<file path="src/rtl/hbm_write_engine_pkg.sv">
// Shared AXI4 constants and helpers for the HBM write traffic engine.
package hbm_write_engine_pkg;

    localparam logic [1:0] BURST_INCR  = 2'b01;
    localparam logic [1:0] RESP_OKAY   = 2'b00;
    localparam logic [1:0] RESP_SLVERR = 2'b10;
    localparam logic [1:0] RESP_DECERR = 2'b11;

    typedef enum logic {
        ST_IDLE = 1'b0,
        ST_RUN  = 1'b1
    } state_t;

    // AxSIZE encoding for a full-width beat of dw bits.
    function automatic logic [2:0] axi_size(input int dw);
        return 3'($clog2(dw / 8));
    endfunction

endpackage

</file>
<file path="src/rtl/hbm_wdata_gen.sv">
// W-channel issuer: counts beats across the whole run, drives the beat-index
// data pattern and WLAST, and flags done after the final beat is accepted.
module hbm_wdata_gen #(
    parameter int DW          = 256,
    parameter int BURST_BEATS = 64,
    parameter int NUM_BURSTS  = 16
) (
    input  logic          clk,
    input  logic          reset,
    input  logic          i_start,
    input  logic          i_wready,
    output logic [DW-1:0] o_wdata,
    output logic          o_wlast,
    output logic          o_wvalid,
    output logic          o_done
);

    localparam logic [31:0] TOTAL    = 32'(NUM_BURSTS * BURST_BEATS);
    localparam logic [8:0]  LAST_IDX = 9'(BURST_BEATS - 1);

    logic [31:0] r_beat;
    logic [8:0]  r_idx;
    logic        r_wvalid;
    logic        r_wlast;
    logic        r_done;
    logic [8:0]  w_idx_nxt;

    always_comb begin
        w_idx_nxt = r_idx + 9'd1;
        if (r_idx == LAST_IDX) w_idx_nxt = '0;
    end

    always_ff @(posedge clk) begin
        if (reset) begin
            r_beat   <= '0;
            r_idx    <= '0;
            r_wvalid <= 1'b0;
            r_wlast  <= 1'b0;
            r_done   <= 1'b0;
        end else if (i_start) begin
            r_beat   <= '0;
            r_idx    <= '0;
            r_wvalid <= 1'b1;
            r_wlast  <= (LAST_IDX == 9'd0);
            r_done   <= 1'b0;
        end else if (r_wvalid && i_wready) begin
            r_beat  <= r_beat + 32'd1;
            r_idx   <= w_idx_nxt;
            r_wlast <= (w_idx_nxt == LAST_IDX);
            if (r_beat == TOTAL - 32'd1) begin
                r_wvalid <= 1'b0;
                r_wlast  <= 1'b0;
                r_done   <= 1'b1;
            end
        end
    end

    assign o_wdata  = {(DW/32){r_beat}};
    assign o_wlast  = r_wlast;
    assign o_wvalid = r_wvalid;
    assign o_done   = r_done;

endmodule

</file>
<file path="src/rtl/hbm_write_engine.sv">
// HBM write traffic stage: on start, issues NUM_BURSTS INCR bursts to one
// pseudo-channel and measures the busy time for bandwidth reporting.
module hbm_write_engine
    import hbm_write_engine_pkg::*;
#(
    parameter int             DW          = 256,
    parameter int             AW          = 34,
    parameter logic [AW-1:0]  BASE_ADDR   = '0,
    parameter int             BURST_BEATS = 64,
    parameter int             NUM_BURSTS  = 16
) (
    input  logic            clk,
    input  logic            reset,
    input  logic            start_write,
    output logic            write_busy,
    output logic [31:0]     write_time,
    output logic            write_error,
    output logic [AW-1:0]   M_AXI_AWADDR,
    output logic [7:0]      M_AXI_AWLEN,
    output logic [2:0]      M_AXI_AWSIZE,
    output logic [1:0]      M_AXI_AWBURST,
    output logic            M_AXI_AWVALID,
    input  logic            M_AXI_AWREADY,
    output logic [DW-1:0]   M_AXI_WDATA,
    output logic [DW/8-1:0] M_AXI_WSTRB,
    output logic            M_AXI_WLAST,
    output logic            M_AXI_WVALID,
    input  logic            M_AXI_WREADY,
    input  logic [1:0]      M_AXI_BRESP,
    input  logic            M_AXI_BVALID,
    output logic            M_AXI_BREADY
);

    localparam logic [AW-1:0] BURST_BYTES = AW'(BURST_BEATS * DW / 8);
    localparam logic [16:0]   NB          = 17'(NUM_BURSTS);

    state_t        r_state;
    logic          r_busy;
    logic [31:0]   r_time;
    logic          r_err;
    logic          r_awvalid;
    logic [AW-1:0] r_awaddr;
    logic [16:0]   r_aw_cnt;
    logic [16:0]   r_b_cnt;
    logic          w_start;
    logic          w_wdone;

    assign w_start = start_write && (r_state == ST_IDLE);

    hbm_wdata_gen #(
        .DW          (DW),
        .BURST_BEATS (BURST_BEATS),
        .NUM_BURSTS  (NUM_BURSTS)
    ) u_wdata_gen (
        .clk      (clk),
        .reset    (reset),
        .i_start  (w_start),
        .i_wready (M_AXI_WREADY),
        .o_wdata  (M_AXI_WDATA),
        .o_wlast  (M_AXI_WLAST),
        .o_wvalid (M_AXI_WVALID),
        .o_done   (w_wdone)
    );

    always_ff @(posedge clk) begin
        if (reset) begin
            r_state   <= ST_IDLE;
            r_busy    <= 1'b0;
            r_time    <= '0;
            r_err     <= 1'b0;
            r_awvalid <= 1'b0;
            r_awaddr  <= BASE_ADDR;
            r_aw_cnt  <= '0;
            r_b_cnt   <= '0;
        end else begin
            case (r_state)
                ST_IDLE: begin
                    if (start_write) begin
                        r_state   <= ST_RUN;
                        r_busy    <= 1'b1;
                        r_time    <= '0;
                        r_err     <= 1'b0;
                        r_awvalid <= 1'b1;
                        r_awaddr  <= BASE_ADDR;
                        r_aw_cnt  <= '0;
                        r_b_cnt   <= '0;
                    end
                end
                ST_RUN: begin
                    if (r_time != 32'hFFFF_FFFF) r_time <= r_time + 32'd1;
                    // Address advances only once the current burst is accepted.
                    if (r_awvalid && M_AXI_AWREADY) begin
                        r_aw_cnt <= r_aw_cnt + 17'd1;
                        if (r_aw_cnt == NB - 17'd1) r_awvalid <= 1'b0;
                        else                        r_awaddr  <= r_awaddr + BURST_BYTES;
                    end
                    if (M_AXI_BVALID && (r_b_cnt != NB)) begin
                        r_b_cnt <= r_b_cnt + 17'd1;
                        if (M_AXI_BRESP != RESP_OKAY) r_err <= 1'b1;
                    end
                    if ((r_b_cnt == NB) && w_wdone) begin
                        r_state <= ST_IDLE;
                        r_busy  <= 1'b0;
                    end
                end
                default: r_state <= ST_IDLE;
            endcase
        end
    end

    assign write_busy    = r_busy;
    assign write_time    = r_time;
    assign write_error   = r_err;
    assign M_AXI_AWADDR  = r_awaddr;
    assign M_AXI_AWLEN   = 8'(BURST_BEATS - 1);
    assign M_AXI_AWSIZE  = axi_size(DW);
    assign M_AXI_AWBURST = BURST_INCR;
    assign M_AXI_AWVALID = r_awvalid;
    assign M_AXI_WSTRB   = '1;
    assign M_AXI_BREADY  = 1'b1;

endmodule

</file>
<file path="config.mk">
export PLATFORM = sky130hd
export DESIGN_NAME = hbm_write_engine
export DESIGN_NICKNAME = d
export VERILOG_FILES = /design/src/rtl/hbm_write_engine_pkg.sv /design/src/rtl/hbm_wdata_gen.sv /design/src/rtl/hbm_write_engine.sv
export SDC_FILE = /design/constraint.sdc
export NUM_CORES = 1
export LEC_CHECK = 0
export ABC_CLOCK_PERIOD_IN_PS = 2200
export CAP_MARGIN = 20
export CORE_MARGIN = 5
export CORE_UTILIZATION = 39
export CTS_CLUSTER_SIZE = 40
export DETAILED_ROUTE_END_ITERATION = 8
export GPL_ROUTABILITY_DRIVEN = 0
export PLACE_DENSITY_LB_ADDON = 0.1
export SLEW_MARGIN = 20
export SYNTH_ARGS = -nofsm -noshare
export SYNTH_HDL_FRONTEND = slang
export SYNTH_HIERARCHICAL = 1
export SYNTH_SLANG_ARGS = --single-unit
export TNS_END_PERCENT = 20
</file>
<file path="constraint.sdc">
create_clock -name clk -period 2.2 [get_ports clk]
set_clock_uncertainty 0.1 [all_clocks]
set_input_delay 0.44 -clock clk [delete_from_list [all_inputs] [get_ports clk]]
set_output_delay 0.44 -clock clk [all_outputs]
set_load 0.01 [all_outputs]
</file>
Word-level counts from Yosys, hierarchy flattened
Cells that the tools add are included.
Word-level totals
  output and inout port bits: 373
  input bits: 8
  register bits: 148
Cells by class
  equal/unequal tests: 15
  add/subtract/negate cells: 6
  bitwise operators: 1
  mux-type cells: 30
  reduce and logical (&&, ||, !) cells: 18
Operator list (number)
  34-bit 2-to-1 mux: 3
  17-bit case mux with 2 select lines: 2
  34-bit case mux with 2 select lines: 1
  32-bit by 1-bit adder with 32-bit output (second input constant): 2
  32-bit 2-to-1 mux: 2
  32-bit case mux with 2 select lines: 1
  17-bit 2-to-1 mux: 3
  17-bit by 1-bit adder with 17-bit output (second input constant): 2
  34-bit by 12-bit adder with 34-bit output (second input constant): 1
  32-bit by 10-bit == test with 1-bit output (second input constant): 1
  32-bit != test (second input constant): 1
  9-bit by 6-bit == test with 1-bit output (second input constant): 2
  17-bit by 4-bit == test with 1-bit output (second input constant): 1
  17-bit by 5-bit == test with 1-bit output (second input constant): 1
  17-bit by 5-bit != test with 1-bit output (second input constant): 1
  1-bit 2-to-1 mux: 13
  2-bit by 1-bit != test with 1-bit output (second input constant): 6
  2-bit AND reduction: 6
  9-bit by 1-bit adder with 9-bit output (second input constant): 1
  9-bit 2-to-1 mux: 1
  3-bit AND reduction: 3
  1-bit case mux with 2 select lines: 4
  2-bit nonzero test: 3
  1-bit logical AND: 5
  other kinds (3): 4

Depth between registers and ports, before layout
  word-level depth: 4
  mapped depth: 9
  depth with buffers taken out: 7

By module
The synthesis kept the hierarchy.
Modules (own cells, without submodules)
  hbm_write_engine: instances 1, cells each 628, area an instance 5144.9 µm²
  hbm_wdata_gen: instances 1, cells each 465, area an instance 3751.1 µm²

Worst setup path before layout
OpenSTA, ideal clock, no wires.
  kind: register -> register
  from: register r_time[0] (netlist: write_time[0])
  to: register r_time[11] (netlist: write_time[11])
  required time: 1.983 ns
  data arrival time: 2.035 ns
  clock period less this slack: 2.252 ns
  cell stages (with the launch flop): 10
  slack: -0.052 ns
  cells stage by stage: dfxtp_1 ha_1 and3_1 buf_2 and4_1 buf_2 and3_1 buf_2 or3_1 a32o_1
On the way
  cells in the longest elaborated chain, start to end: 3
  elaborated cells between the ends (all ways): 6
  classes of those cells: add/sub (1); eq/ne (2); mux (2); reduce/logical (1)
RTL lines
  start, declared: RTL line hbm_write_engine.sv:39  | logic [31:0] r_time;
  start signal, assigned: RTL line hbm_write_engine.sv:90  | if (r_time != 32'hFFFF_FFFF) r_time <= r_time + 32'd1;
  32-bit by 1-bit adder with 32-bit output / 32-bit != test (equally long branches): RTL line hbm_write_engine.sv:90
  32-bit 2-to-1 mux / 2-bit by 1-bit != test with 1-bit output (equally long branches)
  32-bit case mux with 2 select lines / 2-bit AND reduction (equally long branches)
Parallel ways exist; a longest one is shown, timed or not. The select of a mux whose other input is x is not followed.
A chain may end at the register's enable or synchronous reset.

Worst setup path in the final report
  from: register u_wdata_gen.r_beat[13]
  to: output M_AXI_WDATA[109]
RTL lines
  start, declared: RTL line hbm_wdata_gen.sv:21  | logic [31:0] r_beat;
  start signal, assigned: RTL line hbm_wdata_gen.sv:47  | r_beat <= r_beat + 32'd1;
  end, declared: RTL line hbm_write_engine.sv:24  | output logic [DW-1:0] M_AXI_WDATA,
No word-level cell between the ends.

==> metrics.yaml <==
outcome:
  run_status: "completed"
clock_network:
  cts-htree-levels: 4
  cell_chosen_for_the_clock_root: "sky130_fd_sc_hd__clkbuf_16"
  clock_tree.buffer_depth: 2
  cts.sinks: 137
  latest_clock_arrival_within_the_worst_skew_pair_ns: 0.42
  tritoncts: "yes"
  cts_buffers: 17
  clk_pin_slew_worst_paths_ns: 0.06
  hold_buffers: 0
final_layout:
  layout-drive-gt1-share_pct: 15.1
  layout.nets: 1318
  final_cell_mix: "322 x sky130_fd_sc_hd__clkdlybuf4s50_1, 127 x sky130_fd_sc_hd__dfxtp_1, 125 x sky130_fd_sc_hd__buf_4"
  final_common_cell: "sky130_fd_sc_hd__clkdlybuf4s50_1"
  area_delta_synth_final_pct: 36.3
  antenna_cells: 0
routing:
  post_route_wl_um: 25700
  initialDrtViolationCount: 461
  post_route_drc_violation_count: 0
  final_antenna_net_count: 0
  drt_pre_antenna_iters: 5
  routed_wire_length_per_instance_um: 16.0
  via_count: 7850
  vias_per_cell: 4.91
yosys:
  synthDominantAreaCellType: "sky130_fd_sc_hd__dfxtp_1"
  synth.area.top_cells: "sky130_fd_sc_hd__dfxtp_1 31%, sky130_fd_sc_hd__buf_4 24%, sky130_fd_sc_hd__xor2_1 4.8%"
  synth_enable_flop_cells: 0
  synth.lib_cells_used.distinct: 64
  ys_async_sr_fraction_pct: 0
  synth_area_per_cell_um2: 8.14
  synth.yosys.warnings: 6
  synth_ff_type: "sky130_fd_sc_hd__dfxtp_1"
  netlist_area_um2: 8900
  seq_area_frac_synth_pct: 30.8
  synth-seq-cells: 137
  synthDominantCellAreaShare_pct: 30.8
  postSynthCellCount: 1093
placement:
  buffer_ports.inserted: 323
  detailedPlacementHpwl_um: 19200
setup_path:
  arrival_ns: 1.60
  cp_slowest_cell: "sky130_fd_sc_hd__clkdlybuf4s50_1"
  cpPeakStageDelay_ns: 0.57
  critical_path_rt_ns: 1.66
  worst-r2r-setup-slack_ns: 0.09
  worst-path-max-fanout: 11
  crit_chain: "buf_4 > clkdlybuf4s50_1"
  end_kind: "output port"
  setup.worst_path.start_class: "register"
  setup_crit_path_kind: "register to output port"
global_routing:
  first_global_vias: 7741
  antenna_found_initial: 0
  grt_util_all_layers_pct: 18.9
  grt_first_pass_wirelength_um: 40600
  grt_overflow: 0
  grt_max_degree: 36
sta:
  post-route-min-period_ns: 2.14
  worst_slew_pin_slew_ns: 0.500
  fmax_ghz: 0.468
  maxSlewViolCount: 0
  timing.slew.headroom_pct: 66.4
  rsz_0062_raised_after_global_routing: "false"
  fin_setup_tns_ns: 0
  setup_viol: 0
  layout_worst_path_cycle_share_pct: 97.1
  whs_ns: 0.343
  timing.final.hold_violations: 0
pwr:
  p_leak_nw: 4.43
  power_per_standard_cell_area_nw_per_um2: 475
  vdd_drop_max_uv: 462
floorplan:
  die-height_um: 161
  floorplan.initialDensity_pct: 39.4
  core_ar_um2: 22600
  die_area_um2: 25900
  row_count: 55
  floorplan.io_pins: 381
  die_w_um: 161
flow_run:
  maxCapViolations: 0
worst_hold_path:
  timing.hold.worst.class: "register to register"
-- synthesized netlist by cell type (5+ instances only) --
master	n
sky130_fd_sc_hd__a21oi_1	45
sky130_fd_sc_hd__a22oi_1	6
sky130_fd_sc_hd__a31o_2	5
sky130_fd_sc_hd__a31oi_1	5
sky130_fd_sc_hd__and2_1	7
sky130_fd_sc_hd__and3_1	17
sky130_fd_sc_hd__and4_1	13
sky130_fd_sc_hd__buf_2	13
sky130_fd_sc_hd__buf_4	284
sky130_fd_sc_hd__clkbuf_1	22
sky130_fd_sc_hd__dfxtp_1	137
sky130_fd_sc_hd__ha_1	8
sky130_fd_sc_hd__inv_1	15
sky130_fd_sc_hd__mux2i_1	7
sky130_fd_sc_hd__nand2_1	61
sky130_fd_sc_hd__nand3_1	58
sky130_fd_sc_hd__nand4_1	41
sky130_fd_sc_hd__nor2_1	100
sky130_fd_sc_hd__nor3_1	20
sky130_fd_sc_hd__nor4_1	13
sky130_fd_sc_hd__o21ai_0	29
sky130_fd_sc_hd__o31ai_1	15
sky130_fd_sc_hd__or3_1	22
sky130_fd_sc_hd__or4_1	16
sky130_fd_sc_hd__xnor2_1	17
sky130_fd_sc_hd__xor2_1	49
-- state kept, by name, indices dropped and copies added (netlist names), 9 cells and up --
name / cells
M_AXI_AWADDR: 23
r_aw_cnt: 17
r_b_cnt: 17
u_wdata_gen/r_beat: 32
u_wdata_gen/r_idx: 9
write_time: 32
-- area by class of cell --
cell class,count,area [um2]
Timing Repair Buffer,455,4310
Sequential cell,137,2760
Clock buffer,19,453
Clock inverter,13,144
Multi-Input combinational cell,675,4040
Fill cell,2105,10400
Tap cell,285,357
Inverter,16,60.1
-- power by group --
group          switching [mW]  internal [mW]  leakage (nW)
registers              0.0123           2.49          1.11
clock network            1.15           1.74         0.282
logic                   0.227          0.137          3.03
total                    1.39           4.37          4.43
-- final timing paths --
check                           cells after the start                          end                           startpoint
worst min register to register                      2     write_error$_SDFFE_PP0P_             write_error$_SDFFE_PP0P_
worst min-delay path                                2     write_error$_SDFFE_PP0P_             write_error$_SDFFE_PP0P_
worst max register to register                      8  write_time[23]$_SDFFE_PP0P_           write_time[0]$_SDFFE_PP0P_
worst max-delay path                                2             M_AXI_WDATA[109]  u_wdata_gen/r_beat[13]$_SDFFE_PP0P_
-- layer usage --
layer | track usage (%) | up-vias | routed length (um)
li1 | - | 3914 | -
met1 | 23.3 | 3667 | 11100
met2 | 33.5 | 252 | 12900
met3 | 4.80 | 17 | 1440
met4 | 3.99 | 0 | 221
met5 | 0 | - | 0
-- what timing repair did --
item,in CTS,in global routing
cloned,1,0
setup buffers,1,2
setup endpoints to repair,46,50
pin swaps,1,1
gates resized for setup,6,9
-- cells by family (layout without fill, tap and decap cells) --
family / after synthesis / count (layout) / synth area share (%)
AO/OA/AOI/OAI: 144 / 145 / 10.7
XOR/XNOR: 66 / 66 / 6.50
adder cells (fa/ha/maj): 8 / 8 / 1.13
buffers and inverters: 337 / 503 / 26.5
flip-flops: 137 / 137 / 30.8
multiplexers: 8 / 8 / 0.914
other: 2 / 57 / 0.0844
AND/OR/NAND/NOR: 391 / 391 / 23.4
-- critical path: cells and delay by family (launching register included) --
kind	cells	cell delay, ns
buffers and inverters	2	0.78
flip-flops	1	0.40
-- per-stage QoR --
stage	instance area [um2]	total power, mW	utilization, %	cells	worst slack (ns)
finish	12100	5.76	53.7	1600	0.0634
global placement	11400	2.93	50.7	1564	-0.288
floorplan	9110	2.84	-	1148	0.00109
global route	12100	5.99	53.7	1600	0.0000250
detailed placement	11400	2.92	50.7	1564	-0.277
CTS	12100	5.83	53.5	1598	0.00177
(Power assumes the default switching activity.)
